--- src/rtl/instrmem_loader.sv ---
// Boot loader feeding the RISC-I instruction-memory write port.
// Takes a byte stream: 16-bit word count (little-endian), then N little-endian 32-bit words,
// then one XOR checksum byte over the data bytes. The CPU is held in reset until the checksum
// is accepted and a short release delay has elapsed.
module instrmem_loader #(
   parameter int unsigned ADDR_WIDTH    = 10,
   parameter int unsigned RELEASE_DELAY = 2
) (
   input  logic                  i_CLK,
   input  logic                  i_RSTN,
   input  logic                  i_Start,
   input  logic [7:0]            i_Byte,
   input  logic                  i_Byte_Valid,
   output logic                  o_Byte_Ready,
   output logic [ADDR_WIDTH-1:0] o_InstrMEM_Write_Addr,
   output logic [31:0]           o_InstrMEM_Write_Instr,
   output logic                  o_InstrMEM_MemWrite,
   output logic                  o_CPU_RSTN,
   output logic                  o_Busy,
   output logic                  o_Done,
   output logic                  o_Error
);

   typedef enum logic [2:0] {
      StIdle,
      StLenLo,
      StLenHi,
      StData,
      StCheck,
      StRelease,
      StRun,
      StError
   } state_e;

   // Largest legal word count is the full memory, 2^ADDR_WIDTH.
   localparam logic [16:0] MaxWords = 17'(1) << ADDR_WIDTH;
   localparam logic [3:0]  RelDelay = 4'(RELEASE_DELAY);

   state_e                state_q, state_d;
   logic [7:0]            len_lo_q, len_lo_d;
   logic [ADDR_WIDTH-1:0] last_idx_q, last_idx_d;
   logic [1:0]            byte_cnt_q, byte_cnt_d;
   logic [23:0]           word_q, word_d;
   logic [ADDR_WIDTH-1:0] word_idx_q, word_idx_d;
   logic [7:0]            csum_q, csum_d;
   logic [3:0]            delay_q, delay_d;
   logic [ADDR_WIDTH-1:0] wr_addr_q, wr_addr_d;
   logic [31:0]           wr_instr_q, wr_instr_d;
   logic                  we_q, we_d;
   logic                  cpu_rstn_q, cpu_rstn_d;
   logic                  done_q, done_d;

   logic                  byte_ready;
   logic                  byte_acc;
   logic [16:0]           len_full;
   logic [16:0]           len_m1;

   // Handshake: the loader listens only while it expects length, data or checksum bytes.
   always_comb begin
      byte_ready = 1'b0;
      unique case (state_q)
         StLenLo, StLenHi, StData, StCheck: byte_ready = 1'b1;
         default:                           byte_ready = 1'b0;
      endcase
   end

   assign byte_acc = i_Byte_Valid & byte_ready;
   assign len_full = {1'b0, i_Byte, len_lo_q};
   assign len_m1   = len_full - 17'd1;

   // Next-state logic for the load sequence, write strobe and CPU release.
   always_comb begin
      state_d    = state_q;
      len_lo_d   = len_lo_q;
      last_idx_d = last_idx_q;
      byte_cnt_d = byte_cnt_q;
      word_d     = word_q;
      word_idx_d = word_idx_q;
      csum_d     = csum_q;
      delay_d    = delay_q;
      wr_addr_d  = wr_addr_q;
      wr_instr_d = wr_instr_q;
      we_d       = 1'b0;
      cpu_rstn_d = cpu_rstn_q;
      done_d     = done_q;

      unique case (state_q)
         StIdle: begin
            if (i_Start) begin
               state_d = StLenLo;
            end
         end

         StLenLo: begin
            if (byte_acc) begin
               len_lo_d = i_Byte;
               state_d  = StLenHi;
            end
         end

         StLenHi: begin
            if (byte_acc) begin
               if ((len_full == 17'd0) || (len_full > MaxWords)) begin
                  state_d = StError;
               end else begin
                  // Store N-1 so the last-word test is a plain equality on the index.
                  last_idx_d = len_m1[ADDR_WIDTH-1:0];
                  csum_d     = 8'h00;
                  word_idx_d = '0;
                  byte_cnt_d = 2'd0;
                  state_d    = StData;
               end
            end
         end

         StData: begin
            if (byte_acc) begin
               csum_d     = csum_q ^ i_Byte;
               byte_cnt_d = byte_cnt_q + 2'd1;
               unique case (byte_cnt_q)
                  2'd0: word_d[7:0]   = i_Byte;
                  2'd1: word_d[15:8]  = i_Byte;
                  2'd2: word_d[23:16] = i_Byte;
                  default: begin
                     // Fourth byte completes the word; strobe it out next cycle.
                     we_d       = 1'b1;
                     wr_addr_d  = word_idx_q;
                     wr_instr_d = {i_Byte, word_q};
                     if (word_idx_q == last_idx_q) begin
                        // Index is left at the last word so a full-memory load never wraps.
                        state_d = StCheck;
                     end else begin
                        word_idx_d = word_idx_q + ADDR_WIDTH'(1);
                     end
                  end
               endcase
            end
         end

         StCheck: begin
            if (byte_acc) begin
               if (i_Byte == csum_q) begin
                  delay_d = 4'd1;
                  state_d = StRelease;
               end else begin
                  state_d = StError;
               end
            end
         end

         StRelease: begin
            if (delay_q >= RelDelay) begin
               cpu_rstn_d = 1'b1;
               done_d     = 1'b1;
               state_d    = StRun;
            end else begin
               delay_d = delay_q + 4'd1;
            end
         end

         StRun: begin
            if (i_Start) begin
               cpu_rstn_d = 1'b0;
               done_d     = 1'b0;
               state_d    = StLenLo;
            end
         end

         StError: begin
            if (i_Start) begin
               state_d = StLenLo;
            end
         end

         default: begin
            state_d = StIdle;
         end
      endcase
   end

   // State and output registers; async reset leaves memory contents alone but drops everything here.
   always_ff @(posedge i_CLK or negedge i_RSTN) begin
      if (!i_RSTN) begin
         state_q    <= StIdle;
         len_lo_q   <= 8'h00;
         last_idx_q <= '0;
         byte_cnt_q <= 2'd0;
         word_q     <= 24'h000000;
         word_idx_q <= '0;
         csum_q     <= 8'h00;
         delay_q    <= 4'd0;
         wr_addr_q  <= '0;
         wr_instr_q <= 32'h00000000;
         we_q       <= 1'b0;
         cpu_rstn_q <= 1'b0;
         done_q     <= 1'b0;
      end else begin
         state_q    <= state_d;
         len_lo_q   <= len_lo_d;
         last_idx_q <= last_idx_d;
         byte_cnt_q <= byte_cnt_d;
         word_q     <= word_d;
         word_idx_q <= word_idx_d;
         csum_q     <= csum_d;
         delay_q    <= delay_d;
         wr_addr_q  <= wr_addr_d;
         wr_instr_q <= wr_instr_d;
         we_q       <= we_d;
         cpu_rstn_q <= cpu_rstn_d;
         done_q     <= done_d;
      end
   end

   // Status flags decoded from the current state.
   always_comb begin
      o_Busy  = 1'b0;
      o_Error = 1'b0;
      unique case (state_q)
         StLenLo, StLenHi, StData, StCheck, StRelease: o_Busy = 1'b1;
         StError:                                      o_Error = 1'b1;
         default: begin
            o_Busy  = 1'b0;
            o_Error = 1'b0;
         end
      endcase
   end

   assign o_Byte_Ready           = byte_ready;
   assign o_InstrMEM_Write_Addr  = wr_addr_q;
   assign o_InstrMEM_Write_Instr = wr_instr_q;
   assign o_InstrMEM_MemWrite    = we_q;
   assign o_CPU_RSTN             = cpu_rstn_q;
   assign o_Done                 = done_q;

endmodule

--- config.mk ---
export PLATFORM = sky130hd
export DESIGN_NAME = instrmem_loader
export DESIGN_NICKNAME = d
export VERILOG_FILES = /design/src/rtl/instrmem_loader.sv
export SDC_FILE = /design/constraint.sdc
export NUM_CORES = 1
export LEC_CHECK = 0
export ABC_AREA = 0
export CORE_MARGIN = 8
export CORE_UTILIZATION = 50
export CTS_CLUSTER_SIZE = 20
export DETAILED_ROUTE_END_ITERATION = 16
export PLACE_DENSITY = 0.8
export SLEW_MARGIN = 20
export SYNTH_ARGS = -nofsm -noshare
export SYNTH_HDL_FRONTEND = slang
export SYNTH_SLANG_ARGS = --single-unit
--- constraint.sdc ---
create_clock -name i_CLK -period 6.5 [get_ports i_CLK]
set_input_delay 1.3 -clock i_CLK [delete_from_list [all_inputs] [get_ports i_CLK]]
set_output_delay 1.3 -clock i_CLK [all_outputs]
set_load 0.01 [all_outputs]
### Yosys cells after proc, flatten, opt, wreduce, memory -nomap -nowiden

Index checks and enable logic that the tools add are counted.

| cells by class | value |
|---|---|
| $add $sub $neg | 4 |
| $lt $le $gt $ge | 2 |
| equal/unequal tests | 24 |
| multiplexer cells | 38 |
| bitwise gates (word level) | 4 |
| reduce and logical (&&, ||, !) cells | 22 |

Operator list:

| kind | number |
|---|---|
| 10-bit two-way mux | 5 |
| 3-bit two-way mux | 9 |
| 8-bit two-way mux | 3 |
| 2-bit != test (second input constant) | 12 |
| 10-bit case mux with 2 select lines | 1 |
| 3-bit case mux with 6 select lines | 1 |
| 3-bit AND reduction | 6 |
| 17-bit logical NOT | 1 |
| 16-bit by 11-bit greater-than comparator with 1-bit output (second input constant) | 1 |
| 8-bit case mux with 2 select lines | 1 |
| 3-bit == test (second input constant) | 4 |
| 4-bit two-way mux | 3 |
| 10-bit by 1-bit adder with 10-bit output (second input constant) | 1 |
| 10-bit == test | 1 |
| 10-bit by 1-bit subtractor with 10-bit output (second input constant) | 1 |
| 8-bit == test | 1 |
| 1-bit two-way mux | 8 |
| 2-bit two-way mux | 4 |
| 4-bit case mux with 2 select lines | 1 |
| 4-bit AND reduction | 2 |
| 8-bit AND reduction | 1 |
| 8-bit bitwise XOR | 1 |
| 3-bit by 2-bit == test with 1-bit output (second input constant) | 2 |
| 6-bit AND reduction | 1 |
| 19 further kinds | 23 |

| storage, ports and cells | value |
|---|---|
| bits in registers | 113 |
| input bits | 12 |
| output and inout port bits | 48 |
| word-level logic and storage cells | 108 |

### Longest topological paths before layout

| depth | value |
|---|---|
| depth after elaboration | 6 |
| depth in mapped cells | 8 |
| depth with buffers taken out | 7 |

### Least setup slack after synthesis

OpenSTA, ideal clock, no wires.

| timing | value |
|---|---|
| path kind | input port to flip-flop |
| start | input i_Byte[0] |
| end | register last_idx_q[5] |
| setup time | 125 ps |
| data arrival time | 3136 ps |
| required time | 6375 ps |
| slack | 3239 ps |
| cell stages on the path | 7 |
| buffers on the path | 2 |
| path through | buf_6 or4_4 or4_4 and4_1 buf_6 nand2_4 mux2_2 |

| between the ends | value |
|---|---|
| cells in the longest elaborated chain, start to end | 4 |
| elaborated cells on any way between the ends | 5 |
| those cells by class | order compare (1); bitwise (1); reduce/logical (3) |

Ends and longest elaborated chain:

| what | line | RTL |
|---|---|---|
| from (decl) | 12 | `input logic [7:0] i_Byte,` |
| 16-bit by 11-bit greater-than comparator with 1-bit output or 17-bit logical NOT (tied branches) | 103 | `if ((len_full == 17'd0) \|\| (len_full > MaxWords)) begin` |
| 1-bit logical OR * | 103 |  |
| 1-bit inverter (no source line) * | -- |  |
| 3-bit AND reduction (no source line) * | -- |  |
| to (signal assigned) | 200 | `last_idx_q <= last_idx_d;` |
| to (decl) | 41 | `logic [ADDR_WIDTH-1:0] last_idx_q, last_idx_d;` |

Mark *: on every way between the ends. The rest lies on a longest branch, timed or not.
A chain may end at the register's enable or synchronous reset.

### Worst setup path after layout

| timing | value |
|---|---|
| start | input i_Byte[0] |
| end | register word_idx_q[0] |

| between the ends | value |
|---|---|
| cells in the longest elaborated chain, start to end | 4 |
| elaborated cells on any way between the ends | 5 |
| those cells by class | order compare (1); eq/ne (1); reduce/logical (3) |

Ends and longest elaborated chain:

| what | line | RTL |
|---|---|---|
| 16-bit by 11-bit greater-than comparator with 1-bit output or 17-bit logical NOT (tied branches) | 103 |  |
| 1-bit logical OR * | 103 |  |
| 2-bit != test (no source line) * | -- |  |
| 6-bit AND reduction (no source line) * | -- |  |
| to (signal assigned) | 203 | `word_idx_q <= word_idx_d;` |
| to (decl) | 44 | `logic [ADDR_WIDTH-1:0] word_idx_q, word_idx_d;` |

Marked as above.

==> key figures <==
STA
  – Top achievable clock speed: 0.273 GHz
  – Worst hold slack after final layout: 465 ps
  – Number of setup violations in the final report: 0
  – Setup repair after global routing missed its margin: no
  – Worst Skew: 6.32 ps
  – Tcrit/Tclk final: 56.3%
  – Max Transition Viols Final: 0
  – Final-report hold violation count: 0
  – Setup slack after layout: 2840 ps
  – Post-route minimum period: 3660 ps
  – Tightest slew margin relative to the limit: 28.3%
  – TNS Setup: 0 ps
  – Slew at the pin with the worst max-slew slack: 1070 ps

Yosys
  – Proportion of synthesized chip area in sequential cells: 54.3%
  – Number of instances in the synthesized netlist: 512
  – Main synth FF type: sky130_fd_sc_hd__dfrtp_1
  – Number of enable-type register cells in the synthesized netlist: 0
  – Average cell area after synthesis: 10.2 um2
  – Synthesized Nets: 532
  – Ys Warns: 0
  – Number of synthesized register bits: 113
  – Share of synthesized flip-flops with an asynchronous set or reset: 100%
  – Number of distinct library cells after synthesis: 47
  – Mapped Area: 5200 um2

Run status
  – Result of the run: completed

Clock network
  – Clock network latency to the later pin of the worst-skew pair: 510 ps
  – # resized after CTS: 0
  – Clock input transition at the sequential cells of the worst setup and hold paths: 60 ps
  – Number of levels in the clock H-tree: 4
  – Number of buffers added to fix hold violations after cts: 0
  – Number of clock sinks: 113
  – Post-CTS setup buffers: 0
  – CTS tree: yes
  – CTS buffer count: 17
  – Root Buffer: sky130_fd_sc_hd__clkbuf_8
  – Clock buffer depth: 2

Placed design
  – Post-place instance area: 5870 um2
  – Global placer's final weighted congestion: 0.850
  – Number of buffers inserted by port buffering: 59
  – Worst setup timing slack at the placement stage: 2410 ps
  – DPL Wire Length: 7890 um
  – Number of placed instances, taps included: 683

Global route
  – Total global-route track usage: 17.5%
  – Number of antenna violations at the first check in global routing: 0
  – Global-route wire length before repair: 19,800 um
  – Total congestion overflow after global routing: 0
  – Pin count of the biggest net entering global routing: 74
  – Number of global-route vias before repair: 3,960

Routing
  – Number of iterations in the first detailed-routing pass: 5
  – Remaining number of nets flagged by the antenna check after routing: 0
  – Via-per-instance ratio: 5.54
  – DRC violations left: 0
  – Detail-routed net length per standard cell: 16.6 um
  – Met2 WL post-DR: 5790 um
  – First DRT Iteration DRCs: 319
  – Met3 WL post-DR: 566 um
  – Total wire length: 11,800 um
  – Number of vias after detailed routing: 3,956
  – Detailed-routing wirelength on met1: 5180 um
  – Uppermost metal layer occupied by signal nets: met4

Final layout
  – Post-route cell area: 6410 um2
  – Final standard cell count with taps included and fillers excluded: 714
  – Final core utilization: 62.7%
  – Area overhead of the layout relative to synthesis: 23.2%
  – Fraction of final layout cells with drive strength greater than 1: 13.0%
  – Diodes inserted: 0
  – Number of nets in the layout: 586
  – Filler Cell Count: 792

Floorplan
  – Die Width: 118 um
  – Effective utilization at floorplan: 50.9%
  – Number of placement rows: 37
  – Core area: 10,200 um2
  – Number of I/O pins: 60
  – Die area: 13,900 um2
  – Y dimension of the die: 118 um

Critical path
  – Worst EP arrival: 4050 ps
  – R2r startpoint: state_q[2]
  – Startpoint kind of the worst setup timing path: input port
  – Launching element of the worst setup path: i_Byte[0]
  – Required arrival time at the worst endpoint: 6890 ps
  – Worst setup path class: in2reg
  – Crit Path Max Fanout: 10
  – Kind of end point of the critical path: flop

Hold path
  – Worst Hold Class: reg2reg
  – Launch instance of the worst min-delay path: word_q[11]

Flow run
  – Max-capacitance violation count: 0

Power
  – Maximum resistive drop on vdd: 0.223 mV
  – Cell leakage power: 3.07 nW
  – Cell Pwr Density: 449 nW/um2
  – Overall Power: 2.88 mW
logic make-up after synthesis:
| group | count (synthesis) | synth area share, % |
|---|---|---|
| multiplexers | 44 | 9.31 |
| adder cells (fa/ha/maj) | 8 | 1.92 |
| flip-flops | 113 | 54.3 |
| buffers and inverters | 39 | 3.17 |
| AND/OR/NAND/NOR | 209 | 17.5 |
| AO/OA/AOI/OAI | 74 | 9.55 |
| XOR/XNOR | 25 | 4.21 |
layout by cell type (no fill, tap or decap), drive strengths merged, types with 2 or more instances in the layout:
cell,count
ha,8
inv,9
and3,7
dfrtp,113
clkdlybuf4s50,58
nand4,4
xor2,10
o31ai,2
nand2,157
nor2,12
nor2b,2
nor3,7
buf,5
or4,3
xnor2,15
or3,2
o21a,6
a21oi,11
o21ai,20
o22ai,2
clkbuf,21
clkinvlp,5
nand3,3
a31oi,13
a22o,11
clkinv,6
mux2,35
mux2i,9
nor4,7
and4,2
layer usage:
| layer | up-vias | GRT usage (%) |
|---|---|---|
| li1 | 1848 | - |
| met1 | 1966 | 21.4 |
| met2 | 115 | 28.2 |
| met3 | 27 | 4.51 |
| met4 | 0 | 8.65 |
| met5 | - | 0 |
report_power, final:
part | switching (mW) | leakage, nW | internal, mW | total, mW
logic | 0.437 | 1.34 | 0.457 | 0.894
clock network | 0.308 | 0.252 | 0.520 | 0.828
registers | 0.212 | 1.47 | 0.940 | 1.15
flip-flops by register name, indices dropped and copies added (netlist names):
register                cells
o_InstrMEM_Write_Instr     32
last_idx_q                 10
word_idx_q                 10
delay_q                     4
len_lo_q                    8
state_q                     3
csum_q                      8
o_Done                      1
byte_cnt_q                  2
o_InstrMEM_MemWrite         1
o_InstrMEM_Write_Addr      10
word_q                     24
final timing paths:
kind / to / slack, ps / depth (start not counted)
worst max-delay path: word_idx_q[0] / 2840 / 6
worst min-delay path: o_InstrMEM_Write_Instr[11] / 460 / 2
worst max register to register: word_idx_q[2] / 3550 / 8
worst min register to register: o_InstrMEM_Write_Instr[11] / 460 / 2
max in group asynchronous: len_lo_q[0] / 4450 / 2
min in group asynchronous: o_InstrMEM_Write_Instr[7] / 760 / 1
cell usage after synthesis (6+ instances only):
master                     instances  area [um2]
sky130_fd_sc_hd__mux2i_1           9        90.1
sky130_fd_sc_hd__and3_1            7        43.8
sky130_fd_sc_hd__clkbuf_1         25        93.8
sky130_fd_sc_hd__a21oi_1          11        55.1
sky130_fd_sc_hd__o21ai_0          19        95.1
sky130_fd_sc_hd__nor2_1           12        45.0
sky130_fd_sc_hd__nor4_1            6        37.5
sky130_fd_sc_hd__a31oi_1          13        81.3
sky130_fd_sc_hd__inv_1             9        33.8
sky130_fd_sc_hd__dfrtp_1         113        2830
sky130_fd_sc_hd__nand2_1         156         586
sky130_fd_sc_hd__a22o_1           11        96.3
sky130_fd_sc_hd__xnor2_1          15         131
sky130_fd_sc_hd__xor2_1           10        87.6
sky130_fd_sc_hd__o21a_1            6        45.0
sky130_fd_sc_hd__ha_1              8         100
sky130_fd_sc_hd__mux2_2           33         372
sky130_fd_sc_hd__nor3_1            7        35.0
worst max-delay path, cell delays in order:
cell and delay, ps:
sky130_fd_sc_hd__clkdlybuf4s50_1 690, sky130_fd_sc_hd__or4_4 670, sky130_fd_sc_hd__o31ai_1 330, sky130_fd_sc_hd__and4_1 500, sky130_fd_sc_hd__a22oi_1 230, sky130_fd_sc_hd__mux2_2 330
area by class of cell:
cell class,count,area [um2],share of cell area (%)
clock buffers,21,449,7.01
clock inverters,10,87.6,1.37
inverters,11,41.3,0.644
multi-input cells,360,2220,34.6
flip-flops and latches,113,2830,44.1
well taps,136,170,2.65
repair buffers,63,618,9.64
Note: power is estimated with default switching activity, not from simulation.
